$ cat src/rtl/amp_if_pkg.sv
// Shared types and constants for the amp-interface I2C target.
package amp_if_pkg;

    // Protocol states of the I2C target.
    typedef enum logic [3:0] {
        ST_IDLE,
        ST_DEV_ADDR,
        ST_DEV_ACK,
        ST_REG_ADDR,
        ST_REG_ACK,
        ST_WR_DATA,
        ST_WR_ACK,
        ST_RD_DATA,
        ST_RD_ACK,
        ST_IGNORE
    } state_e;

    localparam logic [6:0]  AMP_DEV_ADDR = 7'h20;
    localparam logic        I2C_ACK      = 1'b0;
    localparam logic        I2C_NACK     = 1'b1;
    localparam int unsigned SYNC_STAGES  = 2;

endpackage

$ cat src/rtl/amp_i2c_slave_if.sv
// Bus/register-bank signal bundle for amp_i2c_slave.
interface amp_i2c_slave_if #(
    parameter int unsigned REG_AW = 7
) ();
    logic              scl_in;
    logic              sda_in;
    logic              sda_out;
    logic              wr_en;
    logic [REG_AW-1:0] wr_addr;
    logic [7:0]        wr_data;
    logic [REG_AW-1:0] rd_addr;
    logic [7:0]        rd_data;
    logic              busy;

    modport slave (
        input  scl_in, sda_in, rd_data,
        output sda_out, wr_en, wr_addr, wr_data, rd_addr, busy
    );

    modport master (
        output scl_in, sda_in, rd_data,
        input  sda_out, wr_en, wr_addr, wr_data, rd_addr, busy
    );
endinterface

$ cat src/rtl/i2c_line_sync.sv
// Synchronises asynchronous scl/sda and detects edges, START and STOP.
module i2c_line_sync
    import amp_if_pkg::*;
(
    input  logic clk_in,
    input  logic reset,
    input  logic scl_in,
    input  logic sda_in,
    output logic scl_rise,
    output logic scl_fall,
    output logic start,
    output logic stop,
    output logic sda_s
);
    logic [SYNC_STAGES-1:0] scl_sync_q, scl_sync_d;
    logic [SYNC_STAGES-1:0] sda_sync_q, sda_sync_d;
    logic                   scl_hist_q, scl_hist_d;
    logic                   sda_hist_q, sda_hist_d;
    logic                   scl_s;

    assign scl_s = scl_sync_q[SYNC_STAGES-1];
    assign sda_s = sda_sync_q[SYNC_STAGES-1];

    // Next values of the synchroniser chains and history stage.
    always_comb begin
        scl_sync_d = {scl_sync_q[SYNC_STAGES-2:0], scl_in};
        sda_sync_d = {sda_sync_q[SYNC_STAGES-2:0], sda_in};
        scl_hist_d = scl_s;
        sda_hist_d = sda_s;
    end

    // Sync registers reset to the idle (released) bus level.
    always_ff @(posedge clk_in) begin
        if (reset) begin
            scl_sync_q <= '1;
            sda_sync_q <= '1;
            scl_hist_q <= 1'b1;
            sda_hist_q <= 1'b1;
        end else begin
            scl_sync_q <= scl_sync_d;
            sda_sync_q <= sda_sync_d;
            scl_hist_q <= scl_hist_d;
            sda_hist_q <= sda_hist_d;
        end
    end

    assign scl_rise = scl_s & ~scl_hist_q;
    assign scl_fall = ~scl_s & scl_hist_q;
    assign start    = scl_s & scl_hist_q & sda_hist_q & ~sda_s;
    assign stop     = scl_s & scl_hist_q & ~sda_hist_q & sda_s;
endmodule

$ cat src/rtl/amp_i2c_slave.sv
// I2C target: device/register-address writes become register-bank strobes.
// Define AMP_I2C_SLAVE_READ_EN to answer read (R/W=1) transfers.
module amp_i2c_slave
    import amp_if_pkg::*;
#(
    parameter logic [6:0]  DEV_ADDR = AMP_DEV_ADDR,
    parameter int unsigned REG_AW   = 7
) (
    input  logic           clk_in,
    input  logic           reset,
    amp_i2c_slave_if.slave bus
);
    localparam logic [REG_AW-1:0] PTR_ONE = {{(REG_AW-1){1'b0}}, 1'b1};

`ifdef AMP_I2C_SLAVE_READ_EN
    localparam logic READ_EN = 1'b1;
`else
    localparam logic READ_EN = 1'b0;
`endif

    logic scl_rise, scl_fall, start, stop, sda_s;

    i2c_line_sync u_sync (
        .clk_in   (clk_in),
        .reset    (reset),
        .scl_in   (bus.scl_in),
        .sda_in   (bus.sda_in),
        .scl_rise (scl_rise),
        .scl_fall (scl_fall),
        .start    (start),
        .stop     (stop),
        .sda_s    (sda_s)
    );

    state_e            state_q, state_d;
    logic [2:0]        bit_cnt_q, bit_cnt_d;
    logic [6:0]        shift_q, shift_d;
    logic [7:0]        tx_q, tx_d;
    logic [1:0]        ack_ph_q, ack_ph_d;
    logic              rd_mode_q, rd_mode_d;
    logic [REG_AW-1:0] pointer_q, pointer_d;
    logic              ptr_inc_q, ptr_inc_d;
    logic              sda_out_q, sda_out_d;
    logic              busy_q, busy_d;
    logic              wr_en_q, wr_en_d;
    logic [REG_AW-1:0] wr_addr_q, wr_addr_d;
    logic [7:0]        wr_data_q, wr_data_d;
    logic [7:0]        byte_in;

    // Protocol FSM: bit shifting, ACK driving, write strobes and read shifting.
    always_comb begin
        state_d   = state_q;
        bit_cnt_d = bit_cnt_q;
        shift_d   = shift_q;
        tx_d      = tx_q;
        ack_ph_d  = ack_ph_q;
        rd_mode_d = rd_mode_q;
        pointer_d = pointer_q;
        ptr_inc_d = 1'b0;
        sda_out_d = sda_out_q;
        busy_d    = busy_q;
        wr_en_d   = 1'b0;
        wr_addr_d = wr_addr_q;
        wr_data_d = wr_data_q;
        byte_in   = {shift_q, sda_s};

        if (ptr_inc_q) pointer_d = pointer_q + PTR_ONE;

        if (stop) begin
            state_d   = ST_IDLE;
            sda_out_d = 1'b1;
            busy_d    = 1'b0;
            bit_cnt_d = '0;
        end else if (start) begin
            // A driven ACK/data bit is released at the next scl_fall by DEV_ADDR.
            state_d   = ST_DEV_ADDR;
            bit_cnt_d = '0;
            ack_ph_d  = '0;
        end else begin
            case (state_q)
                ST_DEV_ADDR, ST_REG_ADDR, ST_WR_DATA: begin
                    if (scl_fall) sda_out_d = 1'b1;
                    if (scl_rise) begin
                        shift_d   = byte_in[6:0];
                        bit_cnt_d = bit_cnt_q + 3'd1;
                        if (bit_cnt_q == 3'd7) begin
                            bit_cnt_d = '0;
                            ack_ph_d  = '0;
                            if (state_q == ST_DEV_ADDR) begin
                                if (byte_in[7:1] == DEV_ADDR && (!byte_in[0] || READ_EN)) begin
                                    state_d   = ST_DEV_ACK;
                                    busy_d    = 1'b1;
                                    rd_mode_d = byte_in[0];
                                end else begin
                                    state_d = ST_IGNORE;
                                end
                            end else if (state_q == ST_REG_ADDR) begin
                                pointer_d = byte_in[REG_AW-1:0];
                                state_d   = ST_REG_ACK;
                            end else begin
                                wr_en_d   = 1'b1;
                                wr_addr_d = pointer_q;
                                wr_data_d = byte_in;
                                ptr_inc_d = 1'b1;
                                state_d   = ST_WR_ACK;
                            end
                        end
                    end
                end
                ST_DEV_ACK, ST_REG_ACK, ST_WR_ACK: begin
                    if (scl_fall) begin
                        if (ack_ph_q == 2'd0) begin
                            sda_out_d = I2C_ACK;
                            ack_ph_d  = 2'd1;
                        end else begin
                            sda_out_d = 1'b1;
                            bit_cnt_d = '0;
                            if (state_q == ST_DEV_ACK && rd_mode_q) begin
                                state_d   = ST_RD_DATA;
                                tx_d      = {bus.rd_data[6:0], 1'b1};
                                sda_out_d = bus.rd_data[7];
                            end else if (state_q == ST_DEV_ACK) begin
                                state_d = ST_REG_ADDR;
                            end else begin
                                state_d = ST_WR_DATA;
                            end
                        end
                    end
                end
                ST_RD_DATA: begin
                    if (scl_fall) begin
                        sda_out_d = tx_q[7];
                        tx_d      = {tx_q[6:0], 1'b1};
                    end
                    if (scl_rise) begin
                        bit_cnt_d = bit_cnt_q + 3'd1;
                        if (bit_cnt_q == 3'd7) begin
                            bit_cnt_d = '0;
                            ack_ph_d  = '0;
                            state_d   = ST_RD_ACK;
                        end
                    end
                end
                ST_RD_ACK: begin
                    // Phase 0 releases the line, 1 samples master ACK, 2 reloads on the fall.
                    if (ack_ph_q == 2'd0 && scl_fall) begin
                        sda_out_d = 1'b1;
                        ack_ph_d  = 2'd1;
                    end else if (ack_ph_q == 2'd1 && scl_rise) begin
                        if (sda_s == I2C_ACK) begin
                            ptr_inc_d = 1'b1;
                            ack_ph_d  = 2'd2;
                        end else begin
                            state_d = ST_IGNORE;
                        end
                    end else if (ack_ph_q == 2'd2 && scl_fall) begin
                        state_d   = ST_RD_DATA;
                        tx_d      = {bus.rd_data[6:0], 1'b1};
                        sda_out_d = bus.rd_data[7];
                    end
                end
                ST_IGNORE: begin
                    if (scl_fall) sda_out_d = 1'b1;
                end
                default: ;
            endcase
        end
    end

    // State and output registers.
    always_ff @(posedge clk_in) begin
        if (reset) begin
            state_q   <= ST_IDLE;
            bit_cnt_q <= '0;
            shift_q   <= '0;
            tx_q      <= '1;
            ack_ph_q  <= '0;
            rd_mode_q <= 1'b0;
            pointer_q <= '0;
            ptr_inc_q <= 1'b0;
            sda_out_q <= 1'b1;
            busy_q    <= 1'b0;
            wr_en_q   <= 1'b0;
            wr_addr_q <= '0;
            wr_data_q <= '0;
        end else begin
            state_q   <= state_d;
            bit_cnt_q <= bit_cnt_d;
            shift_q   <= shift_d;
            tx_q      <= tx_d;
            ack_ph_q  <= ack_ph_d;
            rd_mode_q <= rd_mode_d;
            pointer_q <= pointer_d;
            ptr_inc_q <= ptr_inc_d;
            sda_out_q <= sda_out_d;
            busy_q    <= busy_d;
            wr_en_q   <= wr_en_d;
            wr_addr_q <= wr_addr_d;
            wr_data_q <= wr_data_d;
        end
    end

    assign bus.sda_out = sda_out_q;
    assign bus.busy    = busy_q;
    assign bus.wr_en   = wr_en_q;
    assign bus.wr_addr = wr_addr_q;
    assign bus.wr_data = wr_data_q;
`ifdef AMP_I2C_SLAVE_READ_EN
    assign bus.rd_addr = pointer_q;
`else
    assign bus.rd_addr = '0;
`endif
endmodule

$ cat src/flat_wrapper.sv
// flat-port wrapper written by rule: the top's interface ports become plain ports
module amp_i2c_slave_flat import amp_if_pkg::*;
#(
    parameter logic [6:0]  DEV_ADDR = AMP_DEV_ADDR,
    parameter int unsigned REG_AW   = 7
)
  (clk_in, reset, bus_scl_in, bus_sda_in, bus_rd_data, bus_sda_out, bus_wr_en, bus_wr_addr, bus_wr_data, bus_rd_addr, bus_busy);
  amp_i2c_slave_if #(.REG_AW(REG_AW)) bus_i ();
  input  logic clk_in;
  input  logic reset;
  input wire logic [$bits(bus_i.scl_in)-1:0] bus_scl_in;
  input wire logic [$bits(bus_i.sda_in)-1:0] bus_sda_in;
  input wire logic [$bits(bus_i.rd_data)-1:0] bus_rd_data;
  output wire logic [$bits(bus_i.sda_out)-1:0] bus_sda_out;
  output wire logic [$bits(bus_i.wr_en)-1:0] bus_wr_en;
  output wire logic [$bits(bus_i.wr_addr)-1:0] bus_wr_addr;
  output wire logic [$bits(bus_i.wr_data)-1:0] bus_wr_data;
  output wire logic [$bits(bus_i.rd_addr)-1:0] bus_rd_addr;
  output wire logic [$bits(bus_i.busy)-1:0] bus_busy;
  assign bus_i.scl_in = bus_scl_in;
  assign bus_i.sda_in = bus_sda_in;
  assign bus_i.rd_data = bus_rd_data;
  assign bus_sda_out = bus_i.sda_out;
  assign bus_wr_en = bus_i.wr_en;
  assign bus_wr_addr = bus_i.wr_addr;
  assign bus_wr_data = bus_i.wr_data;
  assign bus_rd_addr = bus_i.rd_addr;
  assign bus_busy = bus_i.busy;
  amp_i2c_slave #(.DEV_ADDR(DEV_ADDR), .REG_AW(REG_AW)) u_core (.clk_in(clk_in), .reset(reset), .bus(bus_i));
endmodule
$ cat config.mk
export PLATFORM = sky130hd
export DESIGN_NAME = amp_i2c_slave_flat
export DESIGN_NICKNAME = d
export VERILOG_FILES = /design/src/rtl/amp_if_pkg.sv /design/src/rtl/amp_i2c_slave_if.sv /design/src/rtl/i2c_line_sync.sv /design/src/rtl/amp_i2c_slave.sv /design/src/flat_wrapper.sv
export SDC_FILE = /design/constraint.sdc
export NUM_CORES = 1
export LEC_CHECK = 0
export BUFFER_PORTS_ARGS = -buffer_cell sky130_fd_sc_hd__buf_4
export CORE_MARGIN = 3
export CORE_UTILIZATION = 44
export CTS_CLUSTER_DIAMETER = 120
export DETAILED_ROUTE_END_ITERATION = 8
export SLEW_MARGIN = 15
export SYNTH_ARGS = -nofsm -noshare
export SYNTH_HDL_FRONTEND = slang
export SYNTH_SLANG_ARGS = --single-unit
$ cat constraint.sdc
create_clock -name clk_in -period 2.45 [get_ports clk_in]
set_input_delay 0.245 -clock clk_in [delete_from_list [all_inputs] [get_ports clk_in]]
set_output_delay 0.245 -clock clk_in [all_outputs]
set_load 0.01 [all_outputs]
==> results of run 1 <==
worst max-delay path by stage:
| stage | start | endpoint | slack [ps] | cells after the start |
|---|---|---|---|---|
| 3_3_place_gp | u_core.state_q[2] | u_core.tx_q[5] | 290 | 5 |
| 2_1_floorplan | u_core.state_q[0] | u_core.tx_q[1] | 780 | 6 |
| 3_5_place_dp | u_core.state_q[2] | u_core.tx_q[5] | 210 | 5 |
| 4_1_cts | u_core.state_q[2] | u_core.tx_q[5] | 210 | 5 |
| 6_report | u_core.state_q[0] | u_core.tx_q[4] | 220 | 5 |
| 5_1_grt | u_core.state_q[0] | u_core.tx_q[4] | 30 | 5 |
cell usage in the layout, fill, tap and decap left out, types with 2 or more instances in the layout:
cell	instances
a2111oi_0	4
nor2_2	2
o21ai_0	7
nand2_1	23
a211oi_2	2
a2111oi_4	2
mux2i_1	21
a21oi_1	26
nand3_1	10
nor4b_1	2
or2_2	7
buf_4	36
nand4_1	2
nor4_1	2
a211oi_1	8
nand2b_1	4
nor3_1	5
bufinv_16	2
o2111ai_2	2
clkbuf_8	5
inv_1	4
nor2b_1	4
and2_1	6
ha_1	3
xor2_1	6
nor2_1	45
a31oi_1	2
conb_1	7
xnor2_1	2
dfxtp_1	55
area by class of cell:
cell class / instances / area (sq um) / area share
clock inverters: 3 / 68.8 / 0.0216
flip-flops and latches: 56 / 1120 / 0.353
inverters: 4 / 15.0 / 0.00472
repair buffers: 36 / 270 / 0.0849
clock buffers: 5 / 68.8 / 0.0216
well taps: 75 / 93.8 / 0.0295
multi-input cells: 234 / 1540 / 0.485
stage by stage:
| stage | power (uW) | worst slack [ps] | area, sq um | hold slack, ps | cells |
|---|---|---|---|---|---|
| after floorplan | 1220 | 783 | 2850 | 349 | 322 |
| after global placement | 1240 | 293 | 3040 | 391 | 405 |
| after detailed placement | 1240 | 212 | 3040 | 394 | 405 |
| after CTS | 1970 | 212 | 3180 | 91.3 | 413 |
| after global routing | 2040 | 31.5 | 3180 | 90.6 | 413 |
| final | 1950 | 223 | 3180 | 106 | 413 |
timing repair:
| action | CTS | global route |
|---|---|---|
| hold buffers | 0 | 0 |
| gates resized for setup | 0 | 1 |
| endpoints found under the setup margin | 0 | 1 |
power by group:
part	internal, uW	switching, uW
Sequential	929	47.4
Clock	412	312
Combinational	106	145
cells by family (layout without fill, tap and decap cells):
group | count (synthesis) | in the layout | synth area share
simple gates | 125 | 125 | 0.231
compound gates | 70 | 70 | 0.190
flops | 56 | 56 | 0.396
buf+inv | 32 | 48 | 0.0694
mux | 21 | 21 | 0.0742
xor+xnor | 8 | 8 | 0.0247
fa+ha+maj | 3 | 3 | 0.0133
other cells | 1 | 7 | 0.00132
layer usage:
layer / global-route usage / up-vias / wire, um
met5: 0 / - / 0
met3: 0.0323 / 7 / 302
met1: 0.254 / 1021 / 3050
li1: - / 1151 / -
met4: 0.0552 / 0 / 79
met2: 0.233 / 67 / 2530
sequential cells by signal, indices dropped and copies added, names as in the netlist:
name and cells:
u_core.bus.sda_out 1, u_core.ptr_inc_q 1, u_core.bus.wr_addr 7, u_core.u_sync.scl_sync_q 2, u_core.ack_ph_q 2, u_core.bus.wr_data 8
u_core.bus.busy 1, u_core.u_sync.sda_hist_q 1, u_core.u_sync.scl_hist_q 1, u_core.bit_cnt_q 3, u_core.tx_q 7, u_core.state_q 4
u_core.rd_mode_q 1, u_core.shift_q 7, u_core.bus.wr_en 1, u_core.u_sync.sda_sync_q 2, u_core.pointer_q 7
==> metrics.md, run 1 <==
| Metric | Value |
|---|---|
| Hold depth | 2 |
| Min cycle time layout | 2230 ps |
| Synthesized area | 2830 sq um |
| Vias after detailed routing | 2246 |
| CTS root buffer | clkbuf_8 |
| Hold_sp | bus_sda_in |
| Num rows | 28 |
| R2R Path End | u_core.tx_q[4] |
| Leak Pwr | 0.00131 uW |
| H-tree levels | 2 |
| Clock Skews | 9.65 ps |
| Tightest Pin Transition | 741 ps |
| Tot GR Track Use | 0.166 |
| Final hold vios | 0 |
| Synth cell types | 62 |
| CTS tree | done |
| CP delay by family, top | compound AO/OA/AOI/OAI gates |
| HPWL Detailed | 4100 um |
| Reg2Reg Setup Slack | 220 ps |
| Largest net degree at the start of global routing | 58 |
| WP buf/inv | 0 |
| # fillers | 581 |
| Crit path cell chain | or4b_4 > nor2_2 > o2111ai_2 > a2111oi_0 > a21oi_1 |
| Max VDD drop | 0.354 mV |
| First-pass DRT Iterations | 4 |
| Ant. Diodes | 0 |
| DRC errors left | 0 |
| DR iter-0 viols | 210 |
| Chip width | 86.2 um |
| Top-count cell post-synth | dfxtp_1 |
| Initial antenna violation count | 0 |
| Critical path type | flop to flop |
| Fmax | 449 MHz |
| WHS Endpoint | u_core.u_sync.sda_sync_q[0] |
| Data required time at the worst endpoint | 2620 ps |
| Routed length per instance | 14.4 um |
| Crit share post-route | 0.909 |
| Global route total overflow | 0 |
| Gpl congestion | 0.875 |
| Synth top area cells | dfxtp_1, mux2i_1, nor2_1 |
| Starting Density | 0.467 |
| Bufs on Longest Clock Path | 2 |
| Ys async rst share | 0 |
| Synth-to-Final Area Change | 12.4% |
| Wirelength, routed | 5960 um |
| Yosys top cell area share | 0.396 |
| Commonest cells post-synth | dfxtp_1, nor2_1, a21oi_1 |
| TritonCTS Buffers | 5 |
| Fraction of layout cells with a size suffix above 1 | 0.207 |
| Slowest CP cell | or4b_4 |
| IO Count | 37 |
| Die height | 86.2 um |
| Status | completed |
| Clock sink total | 56 |
| Final core utilization | 0.525 |
| Crit start category | flop |
| Die area | 7430 sq um |
| First-pass GRT wire length | 10000 um |
| Vias per inst | 5.44 |
| Final setup viols | 0 |
| Syn Inst Count | 316 |
| Setup TNS | 0 ps |
| EDFF count, synth | 0 |
| Mapped Avg Cell Area | 8.96 sq um |
| Launch point of the worst reg-to-reg path | u_core.state_q[0] |
| CP Max Fanout | 13 |
| Crit end category | flop |
| Post-CTS Setup Bufs | 0 |
| Port bufs | 29 |
| Hold WC Path Type | input pin to flop |
| Clock transition at path regs | 110 ps |
| Vias in the first global route | 2069 |
| RSZ-0062 raised after global routing | no |
| CP max stage delay | 620 ps |
| Seq/Total Area, Yosys | 0.396 |
| Ys flop type | dfxtp_1 |
| Synth warn | 0 |
| Most area-hungry cell type in the Yosys netlist | dfxtp_1 |
| Final Net Count | 352 |
| Final ANT Viol Nets | 0 |
| Clk_lat worst skew | 310 ps |
| Core Area | 6060 sq um |
| Slew margin rel. | 0.506 |
| Max-cap violations | 0 |
| Synth Register Bits | 56 |
| Reg2reg path depth | 5 |
| CP arrival | 2390 ps |
| Final Max Tran Viols | 0 |
| PwrDens | 614 nW/um^2 |
(Power assumes the default switching activity.)
==> run 2, diff against run 1 <==
==> constraint.sdc (replaced) <==
create_clock -name clk_in -period 2.45 [get_ports clk_in]
set_input_delay 0.1225 -clock clk_in [delete_from_list [all_inputs] [get_ports clk_in]]
set_output_delay 0.1225 -clock clk_in [all_outputs]
set_load 0.01 [all_outputs]
==> metrics.md, run 2 (synthesized netlist as in run 1, its figures left out) <==
| Metric | Value |
|---|---|
| Die area | 7430 sq um (unchanged) |
| Gpl congestion | 0.875 (unchanged) |
| Max VDD drop | 0.352 mV (was 0.354 mV) |
| Die height | 86.2 um (unchanged) |
| Most frequent cells in the layout | dfxtp_1, nor2_1, buf_4 (unchanged) |
| Data required time at the worst endpoint | 2640 ps (was 2620 ps) |
| First-pass GRT wire length | 10100 um (was 10000 um) |
| WP buf/inv | 0 (unchanged) |
| Min cycle time layout | 2240 ps (was 2230 ps) |
| PwrDens | 610 nW/um^2 (was 614 nW/um^2) |
| Ant. Diodes | 0 (unchanged) |
| Port bufs | 29 (unchanged) |
| First-pass DRT Iterations | 4 (unchanged) |
| DR iter-0 viols | 188 (was 210) |
| Routed length per instance | 14.3 um (was 14.4 um) |
| Layout Cells excl Fill | 415 (was 413) |
| Tot GR Track Use | 0.167 (was 0.166) |
| Starting Density | 0.467 (unchanged) |
| Status | completed (unchanged) |
| Max-cap violations | 0 (unchanged) |
| Fmax | 447 MHz (was 449 MHz) |
| CTS tree | done (unchanged) |
| Bufs on Longest Clock Path | 2 (unchanged) |
| Slowest CP cell | or4b_4 (unchanged) |
| Hold WC Path Type | input pin to flop (unchanged) |
| Final setup viols | 0 (unchanged) |
| Num rows | 28 (unchanged) |
| Clock Skews | 9.19 ps (was 9.65 ps) |
| Synth-to-Final Area Change | 13.1% (was 12.4%) |
| Global route total overflow | 0 (unchanged) |
| Wirelength, routed | 5950 um (was 5960 um) |
| Crit share post-route | 0.914 (was 0.909) |
| Tightest Pin Transition | 737 ps (was 741 ps) |
| CTS root buffer | clkbuf_8 (unchanged) |
| Met2 Usage GRT | 0.235 (was 0.233) |
| Clk_lat worst skew | 310 ps (about the same) |
| Setup TNS | 0 ps (unchanged) |
| Final Power | 1950 uW (about the same) |
| DRC errors left | 0 (unchanged) |
| CP delay by family, top | compound AO/OA/AOI/OAI gates (unchanged) |
| Clock sink total | 56 (unchanged) |
| Hold WS | 84.6 ps (was 106 ps) |
| Vias in the first global route | 2075 (was 2069) |
| CP arrival | 2420 ps (was 2390 ps) |
| Placed insts | 405 (unchanged) |
| Final worst slack | 212 ps (was 223 ps) |
| Leak Pwr | 0.00131 uW (about the same) |
| CP Max Fanout | 13 (unchanged) |
| Vias after detailed routing | 2268 (was 2246) |
| TritonCTS Buffers | 5 (unchanged) |
| H-tree levels | 2 (unchanged) |
| Critical path type | flop to flop (unchanged) |
| Final hold vios | 0 (unchanged) |
| Slew margin rel. | 0.509 (was 0.506) |
| HPWL Detailed | 4100 um (unchanged) |
| Vias per inst | 5.47 (was 5.44) |
| Max reg flops | 8 (unchanged) |
| Reg2Reg Setup Slack | 210 ps (was 220 ps) |
| Final ANT Viol Nets | 0 (unchanged) |
| RSZ-0062 raised after global routing | no (unchanged) |
| Crit path cell chain | or4b_4 > nor2_2 > o2111ai_2 > a2111oi_0 > a21oi_1 (unchanged) |
| GRT busiest layer | met1 (unchanged) |
| Chip width | 86.2 um (unchanged) |
| Final Max Tran Viols | 0 (unchanged) |
| Fraction of layout cells with a size suffix above 1 | 0.206 (was 0.207) |
| Final Net Count | 354 (was 352) |
| Crit start category | flop (unchanged) |
| Core Area | 6060 sq um (unchanged) |
| IO Count | 37 (unchanged) |
| Met1 Use GR | 0.254 (unchanged) |
| Initial antenna violation count | 0 (unchanged) |
| Largest net degree at the start of global routing | 58 (unchanged) |
| Most common cell after layout, fill and taps aside | dfxtp_1 (unchanged) |
| Clock transition at path regs | 100 ps (was 110 ps) |
| Pre-CTS worst setup slack | 212 ps (unchanged) |
| GRT met3 Usage | 0.0323 (unchanged) |
| Crit end category | flop (unchanged) |
| CP max stage delay | 620 ps (about the same) |
[run 2: cell count changes in the layout (fill, tap and decap cells not counted)]
cell,previous run,this run
dlygate4sd3_1,0,2
[run 2: final cells by class]
cell class / count / area [sq um]
Fill cell: 579 / 2860
Multi-Input combinational cell: 234 / 1540
Sequential cell: 56 / 1120
Timing Repair Buffer: 38 / 290
Tap cell: 75 / 93.8
Clock buffer: 5 / 68.8
Clock inverter: 3 / 68.8
Inverter: 4 / 15.0
[run 2: per-stage QoR]
step | utilization | area, sq um
after floorplan | - | 2850
after global placement | 0.502 | 3040
after detailed placement | 0.502 | 3040
after CTS | 0.528 | 3200
after global routing | 0.528 | 3200
final | 0.528 | 3200
[run 2: worst min-delay path: cells and delay by family]
family                 cells  cell delay, ps
buffers and inverters      1              90
AO/OA/AOI/OAI              1             100
AND/OR/NAND/NOR            1              30
[run 2: per-layer routing]
layer	wire length, um	vias to the layer above
li1	-	1160
met4	79	0
met2	2560	69
met5	0	-
met1	2930	1032
met3	385	7
[run 2: what timing repair did]
item,in CTS,in global routing
endpoints found under the setup margin,0,1
gates resized for setup,0,1
hold buffers,2,0
endpoints found under the hold margin,2,0
setup buffers,0,0
[run 2: worst paths after layout]
path                                     from                           to  depth (start not counted)
setup / recovery            u_core.state_q[0]               u_core.tx_q[2]                          5
hold / removal                 bus_rd_data[0]               u_core.tx_q[1]                          3
setup reg to reg            u_core.state_q[0]               u_core.tx_q[2]                          5
hold reg to reg   u_core.u_sync.scl_sync_q[0]  u_core.u_sync.scl_sync_q[1]                          1
[run 2: power by group]
part           internal, uW  switching [uW]
Combinational           109             145
Sequential              929            47.2
Clock                   412             310
Total                  1450             502
==> run 3, diff against run 2 <==
BUFFER_PORTS_ARGS = unset   (was -buffer_cell sky130_fd_sc_hd__buf_4)
CELL_PAD_IN_SITES_DETAIL_PLACEMENT = 0   (was unset)
CELL_PAD_IN_SITES_GLOBAL_PLACEMENT = 1   (was unset)
DONT_BUFFER_PORTS = 1   (was unset)
PLACE_DENSITY_LB_ADDON = 0.1   (was unset)
SYNTH_HIERARCHICAL = 1   (was unset)
==> metrics.md, run 3 <==
| Metric | Value |
|---|---|
| Most area-hungry cell type in the Yosys netlist | dfxtp_1 (unchanged) |
| Gpl congestion | 0.903 (was 0.875) |
| Ant. Diodes | 0 (unchanged) |
| CP arrival | 2400 ps (was 2420 ps) |
| Min cycle time layout | 2200 ps (was 2240 ps) |
| Final instance area | 2960 sq um (was 3200 sq um) |
| Crit path cell chain | or2_0 > o2bb2ai_1 > o2111a_1 > and2_1 > a21oi_1 (was or4b_4 > nor2_2 > o2111ai_2 > a2111oi_0 > a21oi_1) |
| TritonCTS Buffers | 5 (unchanged) |
| Wirelength, routed | 6330 um (was 5950 um) |
| Synth-to-Final Area Change | 7.26% (was 13.1%) |
| Area of the multi-input gates | 1490 sq um (was 1540 sq um) |
| Global route total overflow | 0 (unchanged) |
| Critical path type | flop to flop (unchanged) |
| Data required time at the worst endpoint | 2650 ps (was 2640 ps) |
| Starting Density | 0.460 (was 0.467) |
| Most common cell after layout, fill and taps aside | dfxtp_1 (unchanged) |
| HPWL Detailed | 4290 um (was 4100 um) |
| DR iter-0 viols | 151 (was 188) |
| Synthesized area | 2760 sq um (was 2830 sq um) |
| Post-placement cell area | 2810 sq um (was 3040 sq um) |
| Initial antenna violation count | 0 (unchanged) |
| Ys async rst share | 0 (unchanged) |
| Ys flop type | dfxtp_1 (unchanged) |
| DRC errors left | 0 (unchanged) |
| Largest net degree at the start of global routing | 56 (was 58) |
| Syn Inst Count | 321 (was 316) |
| Max VDD drop | 0.382 mV (was 0.352 mV) |
| Leak Pwr | 0.00107 uW (was 0.00131 uW) |
| Hold WS | 23.6 ps (was 84.6 ps) |
| Vias after detailed routing | 2234 (was 2268) |
| H-tree levels | 2 (unchanged) |
| Status | completed (unchanged) |
| Reg2Reg Setup Slack | 250 ps (was 210 ps) |
| Crit end category | flop (unchanged) |
| Yosys top cell area share | 0.407 (was 0.396) |
| Port bufs | 0 (was 29) |
| Fmax | 454 MHz (was 447 MHz) |
| Num rows | 28 (unchanged) |
| Mapped Avg Cell Area | 8.59 sq um (was 8.96 sq um) |
| Final Max Tran Viols | 0 (unchanged) |
| Crit start category | flop (unchanged) |
| First-pass DRT Iterations | 4 (unchanged) |
| Final worst slack | 248 ps (was 212 ps) |
| First-pass GRT wire length | 10800 um (was 10100 um) |
| Vias per inst | 5.63 (was 5.47) |
| Bufs on Longest Clock Path | 2 (unchanged) |
| CTS root buffer | clkbuf_8 (unchanged) |
| Crit share post-route | 0.899 (was 0.914) |
| Setup TNS | 0 ps (unchanged) |
| RSZ-0062 raised after global routing | no (unchanged) |
| Die height | 85.2 um (was 86.2 um) |
| Most frequent cells in the layout | dfxtp_1, nor2_1, a21oi_1 (was dfxtp_1, nor2_1, buf_4) |
| PwrDens | 795 nW/um^2 (was 610 nW/um^2) |
| Synth top area cells | dfxtp_1, a211oi_1, a21oi_1 (was dfxtp_1, mux2i_1, nor2_1) |
| Clk_lat worst skew | 330 ps (was 310 ps) |
| Synth Register Bits | 56 (unchanged) |
| Max reg flops | 8 (unchanged) |
| Final Net Count | 336 (was 354) |
| Chip width | 85.2 um (was 86.2 um) |
| CP Max Fanout | 14 (was 13) |
| Placed insts | 385 (was 405) |
| Vias in the first global route | 2115 (was 2075) |
| Clock Skews | 15.9 ps (was 9.19 ps) |
| Die area | 7250 sq um (was 7430 sq um) |
| Commonest cells post-synth | dfxtp_1, nor2_1, a21oi_1 (unchanged) |
| Synth cell types | 55 (was 62) |
| IO Count | 37 (unchanged) |
| Tightest Pin Transition | 605 ps (was 737 ps) |
| Clock sink total | 56 (unchanged) |
| Seq. cell area | 1120 sq um (about the same) |
| Top-count cell post-synth | dfxtp_1 (unchanged) |
| Final hold vios | 0 (unchanged) |
| # fillers | 599 (was 579) |
| Pre-CTS worst setup slack | 315 ps (was 212 ps) |
| Routed length per instance | 15.9 um (was 14.3 um) |
| Hold WC Path Type | input pin to flop (unchanged) |
| Fraction of layout cells with a size suffix above 1 | 0.102 (was 0.206) |
| Final ANT Viol Nets | 0 (unchanged) |
| CP max stage delay | 660 ps (was 620 ps) |
| CTS tree | done (unchanged) |
| Clock transition at path regs | 110 ps (was 100 ps) |
| Slew margin rel. | 0.596 (was 0.509) |
| Tot GR Track Use | 0.182 (was 0.167) |
| Seq/Total Area, Yosys | 0.407 (was 0.396) |
| EDFF count, synth | 0 (unchanged) |
| Layout Cells excl Fill | 397 (was 415) |
| Core Area | 5990 sq um (was 6060 sq um) |
| Slowest CP cell | dfxtp_1 (was or4b_4) |
| Post-CTS Setup Bufs | 0 (unchanged) |
| Max-cap violations | 0 (unchanged) |
| Synth warn | 6 (was 0) |
| Final setup viols | 0 (unchanged) |
run 3: through the flow:
step / total power (uW) / util
6_report: 2350 / 0.494
2_1_floorplan: 1660 / -
3_5_place_dp: 1780 / 0.469
3_3_place_gp: 1780 / 0.469
4_1_cts: 2350 / 0.494
5_1_grt: 2480 / 0.494
run 3: worst paths after layout:
check / endpoint / startpoint / cells after the start
max reg2reg: u_core/tx_q[2] / u_core/state_q[2] / 5
min reg2reg: u_core/u_sync/scl_sync_q[1] / u_core/u_sync/scl_sync_q[0] / 1
max: u_core/tx_q[2] / u_core/state_q[2] / 5
min: u_core/bus.sda_out / reset / 2
run 3: worst max-delay path: cells and delay by family, from the launching register on:
family / cells / cell delay, ps
AND/OR/NAND/NOR: 2 / 740
AO/OA/AOI/OAI: 3 / 680
flip-flops: 1 / 660
run 3: layer usage:
| layer | part of all wire | global-route usage |
|---|---|---|
| met3 | 0.044 | 0.0398 |
| met4 | 0.016 | 0.0590 |
| met2 | 0.42 | 0.256 |
| met5 | 0 | 0 |
| met1 | 0.52 | 0.273 |
run 3: logic make-up (layout without fill, tap and decap cells):
kind of cell               Yosys count  in the layout  share of synthesized area
other                                1              7                    0.00136
AOI/OAI and AO/OA                   76             76                      0.190
DFF                                 56             56                      0.407
buffers and inverters               33             28                     0.0604
xor gates and xnor gates             6              6                     0.0191
muxes                               13             13                     0.0472
adders and majority gates            3              3                     0.0136
and+or+nand+nor                    133            133                      0.261
run 3: what timing repair did:
action,in CTS,in global routing
endpoints found under the hold margin,48,0
gates resized for setup,0,0
hold buffers,4,0
run 3: report_power, final:
group          switching [uW]  leakage (uW)  total [uW]  internal (uW)
Combinational             410      0.000573         718            308
Clock                     347     0.0000423         556            209
Sequential                125      0.000453        1080            950
run 3: cell type report:
class / count / share of cell area
clock buffer: 5 / 0.0233
tap: 75 / 0.0317
clock inverter: 3 / 0.00889
sequential: 56 / 0.379
inverter: 4 / 0.00508
timing repair buffer: 16 / 0.0474
multi-input combinational: 238 / 0.504
